**src/rtl/mul_share_pkg.sv**
```systemverilog
// Shared types and Q2.13 constants for the MHA multiplier-sharing arbiter.
package mul_share_pkg;

  typedef enum logic [1:0] {
    ST_IDLE  = 2'd0,
    ST_ISSUE = 2'd1,
    ST_WAIT  = 2'd2,
    ST_RESP  = 2'd3
  } state_e;

  localparam int          DATA_W_DEF = 16;
  localparam int          Q_FRAC     = 13;
  localparam logic [15:0] Q_ONE      = 16'h2000;

endpackage

```
**src/rtl/mul_share_arb_rr_pick.sv**
```systemverilog
// Combinational round-robin picker: the first set request strictly after the
// pointer, wrapping modulo N, wins.
module rr_pick #(
  parameter int N     = 4,
  parameter int IDX_W = (N > 1) ? $clog2(N) : 1
) (
  input  logic [N-1:0]     req_i,
  input  logic [IDX_W-1:0] ptr_i,
  output logic [N-1:0]     gnt_o,
  output logic [IDX_W-1:0] idx_o,
  output logic             any_o
);

  localparam int           CW      = IDX_W + 1;
  localparam logic [N-1:0] ONE_LSB = {{(N-1){1'b0}}, 1'b1};

  logic [CW-1:0]    sum_s;
  logic [CW-1:0]    cand_s;
  logic [IDX_W-1:0] slot_s;
  logic             hit_s;

  // Scan the N candidates in priority order; only the first hit is kept.
  always_comb begin
    gnt_o  = '0;
    idx_o  = '0;
    any_o  = 1'b0;
    sum_s  = '0;
    cand_s = '0;
    slot_s = '0;
    hit_s  = 1'b0;
    for (int k = 1; k <= N; k++) begin
      sum_s  = {1'b0, ptr_i} + CW'(k);
      cand_s = (sum_s >= CW'(N)) ? (sum_s - CW'(N)) : sum_s;
      slot_s = cand_s[IDX_W-1:0];
      hit_s  = !any_o && req_i[slot_s];
      gnt_o  = hit_s ? (ONE_LSB << slot_s) : gnt_o;
      idx_o  = hit_s ? slot_s : idx_o;
      any_o  = any_o | hit_s;
    end
  end

endmodule

```
**src/rtl/mul_share_arb.sv**
```systemverilog
// Shares one iterative Q2.13 multiplier among N_REQ requesters: round-robin
// grant, single outstanding op, product routed back to its owner, watchdog abort.
module mul_share_arb
  import mul_share_pkg::*;
#(
  parameter int N_REQ   = 4,
  parameter int DATA_W  = DATA_W_DEF,
  parameter int TIMEOUT = 64
) (
  input  logic                    I_CLK,
  input  logic                    I_SYNC_RST,
  input  logic [N_REQ-1:0]        I_REQ,
  input  logic [N_REQ*DATA_W-1:0] I_M1,
  input  logic [N_REQ*DATA_W-1:0] I_M2,
  output logic [N_REQ-1:0]        O_GNT,
  output logic [N_REQ-1:0]        O_RSP_VLD,
  output logic [DATA_W-1:0]       O_RSP_PRODUCT,
  output logic                    O_RSP_ERR,
  output logic                    O_BUSY,
  output logic                    O_MUL_VLD,
  output logic [DATA_W-1:0]       O_MUL_M1,
  output logic [DATA_W-1:0]       O_MUL_M2,
  input  logic                    I_MUL_VLD,
  input  logic [DATA_W-1:0]       I_MUL_PRODUCT
);

  localparam int               IDX_W   = $clog2(N_REQ);
  localparam int               CNT_W   = $clog2(TIMEOUT + 1);
  localparam logic [N_REQ-1:0] ONE_LSB = {{(N_REQ-1){1'b0}}, 1'b1};

  state_e              state_q,    state_d;
  logic [IDX_W-1:0]    ptr_q,      ptr_d;
  logic [IDX_W-1:0]    owner_q,    owner_d;
  logic [CNT_W-1:0]    cnt_q,      cnt_d;
  logic [DATA_W-1:0]   m1_q,       m1_d;
  logic [DATA_W-1:0]   m2_q,       m2_d;
  logic [N_REQ-1:0]    gnt_q,      gnt_d;
  logic                mul_vld_q,  mul_vld_d;
  logic [N_REQ-1:0]    rsp_vld_q,  rsp_vld_d;
  logic [DATA_W-1:0]   rsp_prod_q, rsp_prod_d;
  logic                rsp_err_q,  rsp_err_d;
  logic                busy_q,     busy_d;

  logic [N_REQ-1:0]    pick_gnt_s;
  logic [IDX_W-1:0]    pick_idx_s;
  logic                pick_any_s;
  logic [N_REQ-1:0]    owner_oh_s;

  rr_pick #(
    .N     (N_REQ),
    .IDX_W (IDX_W)
  ) u_pick (
    .req_i (I_REQ),
    .ptr_i (ptr_q),
    .gnt_o (pick_gnt_s),
    .idx_o (pick_idx_s),
    .any_o (pick_any_s)
  );

  assign owner_oh_s = ONE_LSB << owner_q;

  // Next-state and registered-output decode for the single-op FSM.
  always_comb begin
    state_d    = state_q;
    ptr_d      = ptr_q;
    owner_d    = owner_q;
    cnt_d      = cnt_q;
    m1_d       = m1_q;
    m2_d       = m2_q;
    gnt_d      = '0;
    mul_vld_d  = 1'b0;
    rsp_vld_d  = '0;
    rsp_prod_d = '0;
    rsp_err_d  = 1'b0;
    case (state_q)
      ST_IDLE: begin
        if (pick_any_s) begin
          state_d   = ST_ISSUE;
          gnt_d     = pick_gnt_s;
          owner_d   = pick_idx_s;
          ptr_d     = pick_idx_s;
          m1_d      = I_M1[pick_idx_s*DATA_W +: DATA_W];
          m2_d      = I_M2[pick_idx_s*DATA_W +: DATA_W];
          mul_vld_d = 1'b1;
        end else begin
          state_d = ST_IDLE;
        end
      end
      ST_ISSUE: begin
        state_d = ST_WAIT;
        cnt_d   = '0;
      end
      ST_WAIT: begin
        cnt_d = cnt_q + CNT_W'(1);
        // A product arriving on the last allowed cycle beats the watchdog.
        if (I_MUL_VLD) begin
          state_d    = ST_RESP;
          rsp_vld_d  = owner_oh_s;
          rsp_prod_d = I_MUL_PRODUCT;
        end else if (cnt_q == CNT_W'(TIMEOUT - 1)) begin
          state_d   = ST_RESP;
          rsp_vld_d = owner_oh_s;
          rsp_err_d = 1'b1;
        end else begin
          state_d = ST_WAIT;
        end
      end
      ST_RESP: begin
        state_d = ST_IDLE;
        cnt_d   = '0;
      end
      default: begin
        state_d = ST_IDLE;
        cnt_d   = '0;
      end
    endcase
    busy_d = (state_d != ST_IDLE);
  end

  // State and output registers; reset leaves requester 0 with first priority.
  always_ff @(posedge I_CLK) begin
    if (I_SYNC_RST) begin
      state_q    <= ST_IDLE;
      ptr_q      <= IDX_W'(N_REQ - 1);
      owner_q    <= '0;
      cnt_q      <= '0;
      m1_q       <= '0;
      m2_q       <= '0;
      gnt_q      <= '0;
      mul_vld_q  <= 1'b0;
      rsp_vld_q  <= '0;
      rsp_prod_q <= '0;
      rsp_err_q  <= 1'b0;
      busy_q     <= 1'b0;
    end else begin
      state_q    <= state_d;
      ptr_q      <= ptr_d;
      owner_q    <= owner_d;
      cnt_q      <= cnt_d;
      m1_q       <= m1_d;
      m2_q       <= m2_d;
      gnt_q      <= gnt_d;
      mul_vld_q  <= mul_vld_d;
      rsp_vld_q  <= rsp_vld_d;
      rsp_prod_q <= rsp_prod_d;
      rsp_err_q  <= rsp_err_d;
      busy_q     <= busy_d;
    end
  end

  assign O_GNT         = gnt_q;
  assign O_RSP_VLD     = rsp_vld_q;
  assign O_RSP_PRODUCT = rsp_prod_q;
  assign O_RSP_ERR     = rsp_err_q;
  assign O_BUSY        = busy_q;
  assign O_MUL_VLD     = mul_vld_q;
  assign O_MUL_M1      = m1_q;
  assign O_MUL_M2      = m2_q;

endmodule

```
**config.mk**
```make
export PLATFORM = sky130hd
export DESIGN_NAME = mul_share_arb
export DESIGN_NICKNAME = d
export VERILOG_FILES = /design/src/rtl/mul_share_pkg.sv /design/src/rtl/mul_share_arb_rr_pick.sv /design/src/rtl/mul_share_arb.sv
export SDC_FILE = /design/constraint.sdc
export NUM_CORES = 1
export LEC_CHECK = 0
export BUFFER_PORTS_ARGS = -buffer_cell sky130_fd_sc_hd__buf_2
export CORE_MARGIN = 4
export CORE_UTILIZATION = 40
export DETAILED_ROUTE_END_ITERATION = 7
export PLACE_DENSITY_LB_ADDON = 0.12
export SKIP_CTS_REPAIR_TIMING = 1
export SLEW_MARGIN = 20
export SYNTH_ARGS = -nofsm -noshare
export SYNTH_HDL_FRONTEND = slang
export SYNTH_SLANG_ARGS = --single-unit
```
**constraint.sdc**
```tcl
create_clock -name I_CLK -period 7.97 [get_ports I_CLK]
set_input_delay 0.3985 -clock I_CLK [delete_from_list [all_inputs] [get_ports I_CLK]]
set_output_delay 0.3985 -clock I_CLK [all_outputs]
set_load 0.005 [all_outputs]
```
**After elaboration in Yosys (flattened, before gate mapping)**

Cells that the tools add are included.

- Magnitude comparators: 8
- Shifts and indexed selects: 7
- Muxes and demuxes: 29
- Bitwise gates (word level): 7
- Reductions and logical operators: 16
- $add $sub $neg: 9
- Equal/unequal tests: 4

Operators with widths:

| operator | count |
|---|---|
| 64-bit by 7-bit indexed part select with 16-bit output | 2 |
| 4-bit two-way mux | 6 |
| 1-bit by 2-bit left shift with 4-bit output (first input constant) | 5 |
| 2-bit two-way mux | 8 |
| 7-bit case mux with 2 select lines | 1 |
| 3-bit greater-or-equal comparator (second input constant) | 4 |
| 2-bit by 3-bit < comparator with 1-bit output (second input constant) | 4 |
| 1-bit two-way mux | 9 |
| 3-bit OR reduction | 3 |
| 1-bit binary-select mux with 2-bit select | 4 |
| 2-bit case mux with 4 select lines | 1 |
| 2-bit by 1-bit subtractor with 2-bit output (second input constant) | 4 |
| 7-bit by 1-bit adder with 7-bit output (second input constant) | 1 |
| 7-bit by 6-bit equality test with 1-bit output (second input constant) | 1 |
| 2-bit by 2-bit adder with 3-bit output (second input constant) | 2 |
| 2-bit OR reduction | 3 |
| 2-bit equality test (second input constant) | 2 |
| 1-bit NOT | 4 |
| 2-bit nonzero test | 2 |
| 2-bit by 1-bit adder with 3-bit output (second input constant) | 1 |
| 2-bit by 3-bit adder with 3-bit output (second input constant) | 1 |
| 1-bit logical AND | 3 |
| 1-bit logical NOT | 3 |
| 1-bit bitwise OR | 3 |
| other kinds (3) | 3 |

- Bits of input ports: 151
- Bits in registers: 72
- Logic and storage cells: 92
- Output and inout bits: 59

**Depth between registers and ports, before layout**

- Depth after elaboration: 17
- Mapped depth: 13
- Gate-level depth less buffers: 8

**Modules after synthesis**

Synthesis repeated with hierarchy kept, for this count alone.

- Cells, all modules: 322
- Area total of the unflattened synthesis: 3,729.8 um^2

Modules (own cells, without submodules):

| module | times used | sequential area each (um^2) | cells each | area an instance (um^2) |
|---|---|---|---|---|
| mul_share_arb | 1 | 1,441.4 | 240 | 3,099.2 |
| rr_pick | 1 | 0.0 | 82 | 630.6 |

**Least setup slack after synthesis**

No wires, ideal clock.

- Kind: reg2reg
- From: register ptr_q[0]
- To: register m1_q[10], in the netlist O_MUL_M1[10]
- Clock period less this slack: 3,002 ps
- Buffers on the path: 4
- Path slack: 4,968 ps
- Library setup time: 129 ps
- Arrival time: 2,872 ps
- Stages on the path, launching flop included: 13
- Cell sequence: dfxtp_1 buf_2 inv_1 ha_1 clkbuf_2 mux4_2 nor2b_2 nor2_2 o22ai_1 buf_4 buf_6 mux2i_1 o221ai_2

- Word-level cells in the longest chain between the ends: 15
- Elaborated cells between the ends (all ways): 39
- Those cells by class: add/sub: 8; order compare: 4; shift: 1; mux: 16; bitwise: 3; reduce/logical: 7

Ends and longest elaborated chain:

| element | line | RTL |
|---|---|---|
| start, declared | mul_share_arb.sv:32 | `logic [IDX_W-1:0] ptr_q, ptr_d;` |
| start signal, assigned | mul_share_arb.sv:124 | `ptr_q <= IDX_W'(N_REQ - 1);` |
| start signal, assigned | mul_share_arb.sv:137 | `ptr_q <= ptr_d;` |
| 2-bit by 1-bit adder with 3-bit output | mul_share_arb_rr_pick.sv:32 | `sum_s = {1'b0, ptr_i} + CW'(k);` |
| 3-bit greater-or-equal comparator / 2-bit by 1-bit subtractor with 2-bit output (equally long branches) | mul_share_arb_rr_pick.sv:33 | `cand_s = (sum_s >= CW'(N)) ? (sum_s - CW'(N)) : sum_s;` |
| 2-bit two-way mux | mul_share_arb_rr_pick.sv:33 |  |
| 1-bit binary-select mux with 2-bit select | mul_share_arb_rr_pick.sv:35 | `hit_s = !any_o && req_i[slot_s];` |
| 1-bit two-way mux (not written as such) | mul_share_arb_rr_pick.sv:35 |  |
| 1-bit logical NOT | mul_share_arb_rr_pick.sv:35 |  |
| 1-bit logical AND | mul_share_arb_rr_pick.sv:35 |  |
| 1-bit bitwise OR | mul_share_arb_rr_pick.sv:38 | `any_o = any_o \| hit_s;` |
| 1-bit logical NOT | mul_share_arb_rr_pick.sv:35 |  |
| 1-bit logical AND | mul_share_arb_rr_pick.sv:35 |  |
| 1-bit bitwise OR | mul_share_arb_rr_pick.sv:38 |  |
| 1-bit logical NOT | mul_share_arb_rr_pick.sv:35 |  |
| 1-bit logical AND | mul_share_arb_rr_pick.sv:35 |  |
| 2-bit two-way mux / 1-bit bitwise OR (equally long branches) | mul_share_arb_rr_pick.sv:37, mul_share_arb_rr_pick.sv:38 |  |
| 64-bit by 7-bit indexed part select with 16-bit output / 2-bit AND reduction (equally long branches) | n/a |  |
| end signal, assigned | mul_share_arb.sv:140 | `m1_q <= m1_d;` |
| end, declared | mul_share_arb.sv:35 | `logic [DATA_W-1:0] m1_q, m1_d;` |

Parallel ways exist; a longest one is shown, timed or not. The select of a mux whose other input is x is not followed.
A chain may end at the register's enable or synchronous reset.

**Final worst setup path**

- From: register ptr_q[0]
- To: register m2_q[4], in the netlist O_MUL_M2[4]

- Word-level cells in the longest chain between the ends: 15
- Elaborated cells between the ends (all ways): 39
- Those cells by class: add/sub: 8; order compare: 4; shift: 1; mux: 16; bitwise: 3; reduce/logical: 7

Ends and longest elaborated chain:

| element | line | RTL |
|---|---|---|
| 2-bit by 1-bit adder with 3-bit output | mul_share_arb_rr_pick.sv:32 |  |
| 3-bit greater-or-equal comparator / 2-bit by 1-bit subtractor with 2-bit output (equally long branches) | mul_share_arb_rr_pick.sv:33 |  |
| 2-bit two-way mux | mul_share_arb_rr_pick.sv:33 |  |
| 1-bit binary-select mux with 2-bit select | mul_share_arb_rr_pick.sv:35 |  |
| 1-bit two-way mux (not written as such) | mul_share_arb_rr_pick.sv:35 |  |
| 1-bit logical NOT | mul_share_arb_rr_pick.sv:35 |  |
| 1-bit logical AND | mul_share_arb_rr_pick.sv:35 |  |
| 1-bit bitwise OR | mul_share_arb_rr_pick.sv:38 |  |
| 1-bit logical NOT | mul_share_arb_rr_pick.sv:35 |  |
| 1-bit logical AND | mul_share_arb_rr_pick.sv:35 |  |
| 1-bit bitwise OR | mul_share_arb_rr_pick.sv:38 |  |
| 1-bit logical NOT | mul_share_arb_rr_pick.sv:35 |  |
| 1-bit logical AND | mul_share_arb_rr_pick.sv:35 |  |
| 2-bit two-way mux / 1-bit bitwise OR (equally long branches) | mul_share_arb_rr_pick.sv:37, mul_share_arb_rr_pick.sv:38 |  |
| 64-bit by 7-bit indexed part select with 16-bit output / 2-bit AND reduction (equally long branches) | n/a |  |
| end signal, assigned | mul_share_arb.sv:141 | `m2_q <= m2_d;` |
| end, declared | mul_share_arb.sv:36 | `logic [DATA_W-1:0] m2_q, m2_d;` |

Parallel ways exist; a longest one is shown, timed or not. The select of a mux whose other input is x is not followed.

==> impl_metrics.json <==
{
  "critPathMaxFanout": 64,
  "grt_max_degree": 65,
  "final.setup.tns_ps": 0,
  "yosys.area_share.simple_pct": 13.7,
  "period_needed_ps": 3990,
  "drive_gt1_share_pct": 48.6,
  "portBuffers": 209,
  "crit_chain": "inv_1 -> ha_1 -> mux4_2 -> nor2b_2 -> nor2_2 -> o22ai_4 -> buf_4 -> mux2i_1 -> o221ai_2",
  "r2r_slack_ps": 3980,
  "setup_viol": 0,
  "yosys-top-cells-count": "dfxtp_1 (72), mux2i_1 (67), nand2_1 (38)",
  "synth_top_family_by_area": "multiplexers",
  "cap_violations": 0,
  "dieArea_sq_um": 11100,
  "grt_pass1_vias": 3182,
  "async_reset_ff_share_pct": 0,
  "max_slew.worst_pin.slew_ps": 1070,
  "min-delay-start": "I_MUL_VLD",
  "num_rows": 35,
  "via_per_inst": 4.93,
  "ir_drop_mv": 0.310,
  "dr.first_iter.drc_count": 94,
  "track_usage_pct": 17.3,
  "drt-wirelength-per-cell_um": 14.9,
  "cts_tree": "built",
  "cp.arrival_ps": 4200,
  "synth_edf_count": 0,
  "synth_ff_type": "dfxtp_1",
  "root_buffer": "clkbuf_8",
  "max_slew_margin_pct": 28.4,
  "core_area_sq_um": 9240,
  "holdPathStages": 2,
  "final_util_pct": 55.1,
  "leakage_uw": 0.00244,
  "ys_ff_latch": 72,
  "start_util_pct": 41.0,
  "cpPeakStageDelay_ps": 820,
  "clkSlewWorstSetupHoldPaths_ps": 90,
  "fin_crit_sh_pct": 50.1,
  "max_freq_mhz": 250,
  "synthCells": 356,
  "drv_slew": 0,
  "gr-total-overflow": 0,
  "ios": 210,
  "ys_warn_count": 0,
  "synth_compound_area_share_pct": 17.2,
  "hold_violations": 0,
  "yosysMostFrequentCell": "dfxtp_1",
  "status": "complete, no violations",
  "syn_nets": 521,
  "layout.nets": 720,
  "numCtsBuffers": 9,
  "grt_pass1_wl_um": 15600,
  "crit_type": "flop to flop",
  "slowest_stage": "dfxtp_1",
  "reg2reg_depth": 9,
  "synth_xor_area_share_pct": 0.924,
  "synth_area_sq_um": 3790,
  "r2r-end": "O_MUL_M2[4]$_SDFFE_PP0P_",
  "min_to": "O_RSP_ERR$_SDFF_PP0_",
  "synth.yosys.seq_area_share_pct": 38.0,
  "synth_top_area_cell": "dfxtp_1",
  "totalWireLength_um": 10300,
  "ant_nets": 0,
  "required_ps": 8170,
  "cp-start-kind": "flop",
  "r2r_start": "ptr_q[0]$_SDFFE_PP1P_",
  "antennaDiodeCount": 0,
  "die_h_um": 105,
  "ys_top_cells_by_area": "dfxtp_1 (38%), mux2i_1 (18%), o221ai_2 (12%)",
  "synth.area.mux_share_pct": 20.4,
  "rsz0062_at_grt": "false",
  "min_path_type": "input pin to flop",
  "powerDensity_nw_per_um2": 335,
  "place_congestion": 0.794,
  "cp-end-kind": "flop",
  "vias": 3400,
  "ys_types": 43,
  "syn_to_final_growth_pct": 34.3,
  "antenna_found_initial": 0,
  "htreeDepth": 3,
  "hpwl_um": 7870,
  "die_width_um": 105,
  "clockBufferDepth": 2,
  "synth_fa_ha_area_share_pct": 4.62,
  "drc_errors": 0,
  "clkLatencyLatePin_ps": 350,
  "clkSinkCount": 72,
  "drt_pass1_iterations": 4,
  "synth_top_cell_area_share_pct": 38.0,
  "skew_ps": 11.1,
  "avgSynthCellArea_sq_um": 10.7
}
==> flip-flops by register name (all words and copies together), names as in the netlist, 2 cells and up <==
signal and count:
O_RSP_PRODUCT 16, O_MUL_M1 16, O_RSP_VLD 4, state_q 2, ptr_q 2, O_MUL_M2 16
cnt_q 7, O_GNT 4, owner_q 2
==> worst max-delay path by stage <==
stage	from	cells after the start	to
after floorplan	ptr_q[0]$_SDFFE_PP1P_	12	O_MUL_M1[10]$_SDFFE_PP0P_
after global placement	ptr_q[0]$_SDFFE_PP1P_	9	O_MUL_M2[14]$_SDFFE_PP0P_
after detailed placement	ptr_q[0]$_SDFFE_PP1P_	9	O_MUL_M2[4]$_SDFFE_PP0P_
after CTS	ptr_q[0]$_SDFFE_PP1P_	9	O_MUL_M2[4]$_SDFFE_PP0P_
after global routing	ptr_q[0]$_SDFFE_PP1P_	9	O_MUL_M1[9]$_SDFFE_PP0P_
final	ptr_q[0]$_SDFFE_PP1P_	9	O_MUL_M2[4]$_SDFFE_PP0P_
==> logic make-up after synthesis <==
logic type / count (synthesis)
DFF: 72
adders and majority gates: 14
buffers and inverters: 30
and+or+nand+nor: 105
xor gates and xnor gates: 4
AOI/OAI and AO/OA: 59
muxes: 72
==> layer usage <==
layer	wire, um	vias up	global-route usage, %	share of wire [%]
met5	0	-	0	0
met4	118	0	5.34	1.2
met3	760	10	5.08	7.4
met2	5080	119	30.1	50
met1	4290	1563	20.4	42
li1	-	1708	-	-
==> placed cells by master (no fill, tap or decap), types with 3 or more instances in the layout <==
cell / count
buf_2: 209
dfxtp_1: 72
mux2i_1: 67
nand2_1: 37
o221ai_2: 30
nor2_1: 19
and2_1: 18
ha_1: 14
clkbuf_8: 9
a21oi_1: 8
inv_1: 7
nor3_1: 6
mux4_2: 4
a22oi_1: 4
a221oi_1: 4
nand3_1: 3
o21ai_0: 3
nor3b_1: 3
inv_8: 3
==> critical path: cells and delay by family, from the launching register on <==
| family | cells | cell delay [ps] |
|---|---|---|
| adder cells (fa/ha/maj) | 1 | 470 |
| buffers and inverters | 2 | 1020 |
| multiplexers | 2 | 760 |
| AND/OR/NAND/NOR | 2 | 390 |
| flip-flops | 1 | 820 |
| AO/OA/AOI/OAI | 2 | 290 |
==> per-stage QoR <==
stage          worst slack [ps]  cell area, sq um  total power, uW  instances  hold slack [ps]
2_1_floorplan              4970              3790             1210        356              432
3_3_place_gp               4050              4860             1370        673              441
3_5_place_dp               3970              4860             1390        673              450
4_1_cts                    3970              5090             1730        689              220
5_1_grt                    3630              5090             1820        689              224
6_report                   3980              5090             1700        689              243
==> cell type report <==
cell class | count | area [sq um]
multi-input combinational | 254 | 2170
inverter | 7 | 26.3
sequential | 72 | 1440
clock inverter | 7 | 110
fill | 856 | 4150
tap | 129 | 161
clock buffer | 9 | 124
timing repair buffer | 211 | 1060
==> report_power, final <==
part / switching [uW] / internal [uW] / leakage (uW)
sequential: 52.9 / 444 / 0.000589
combinational: 463 / 405 / 0.00173
clock: 156 / 184 / 0.000116
Note: power is estimated with default switching activity, not from simulation.
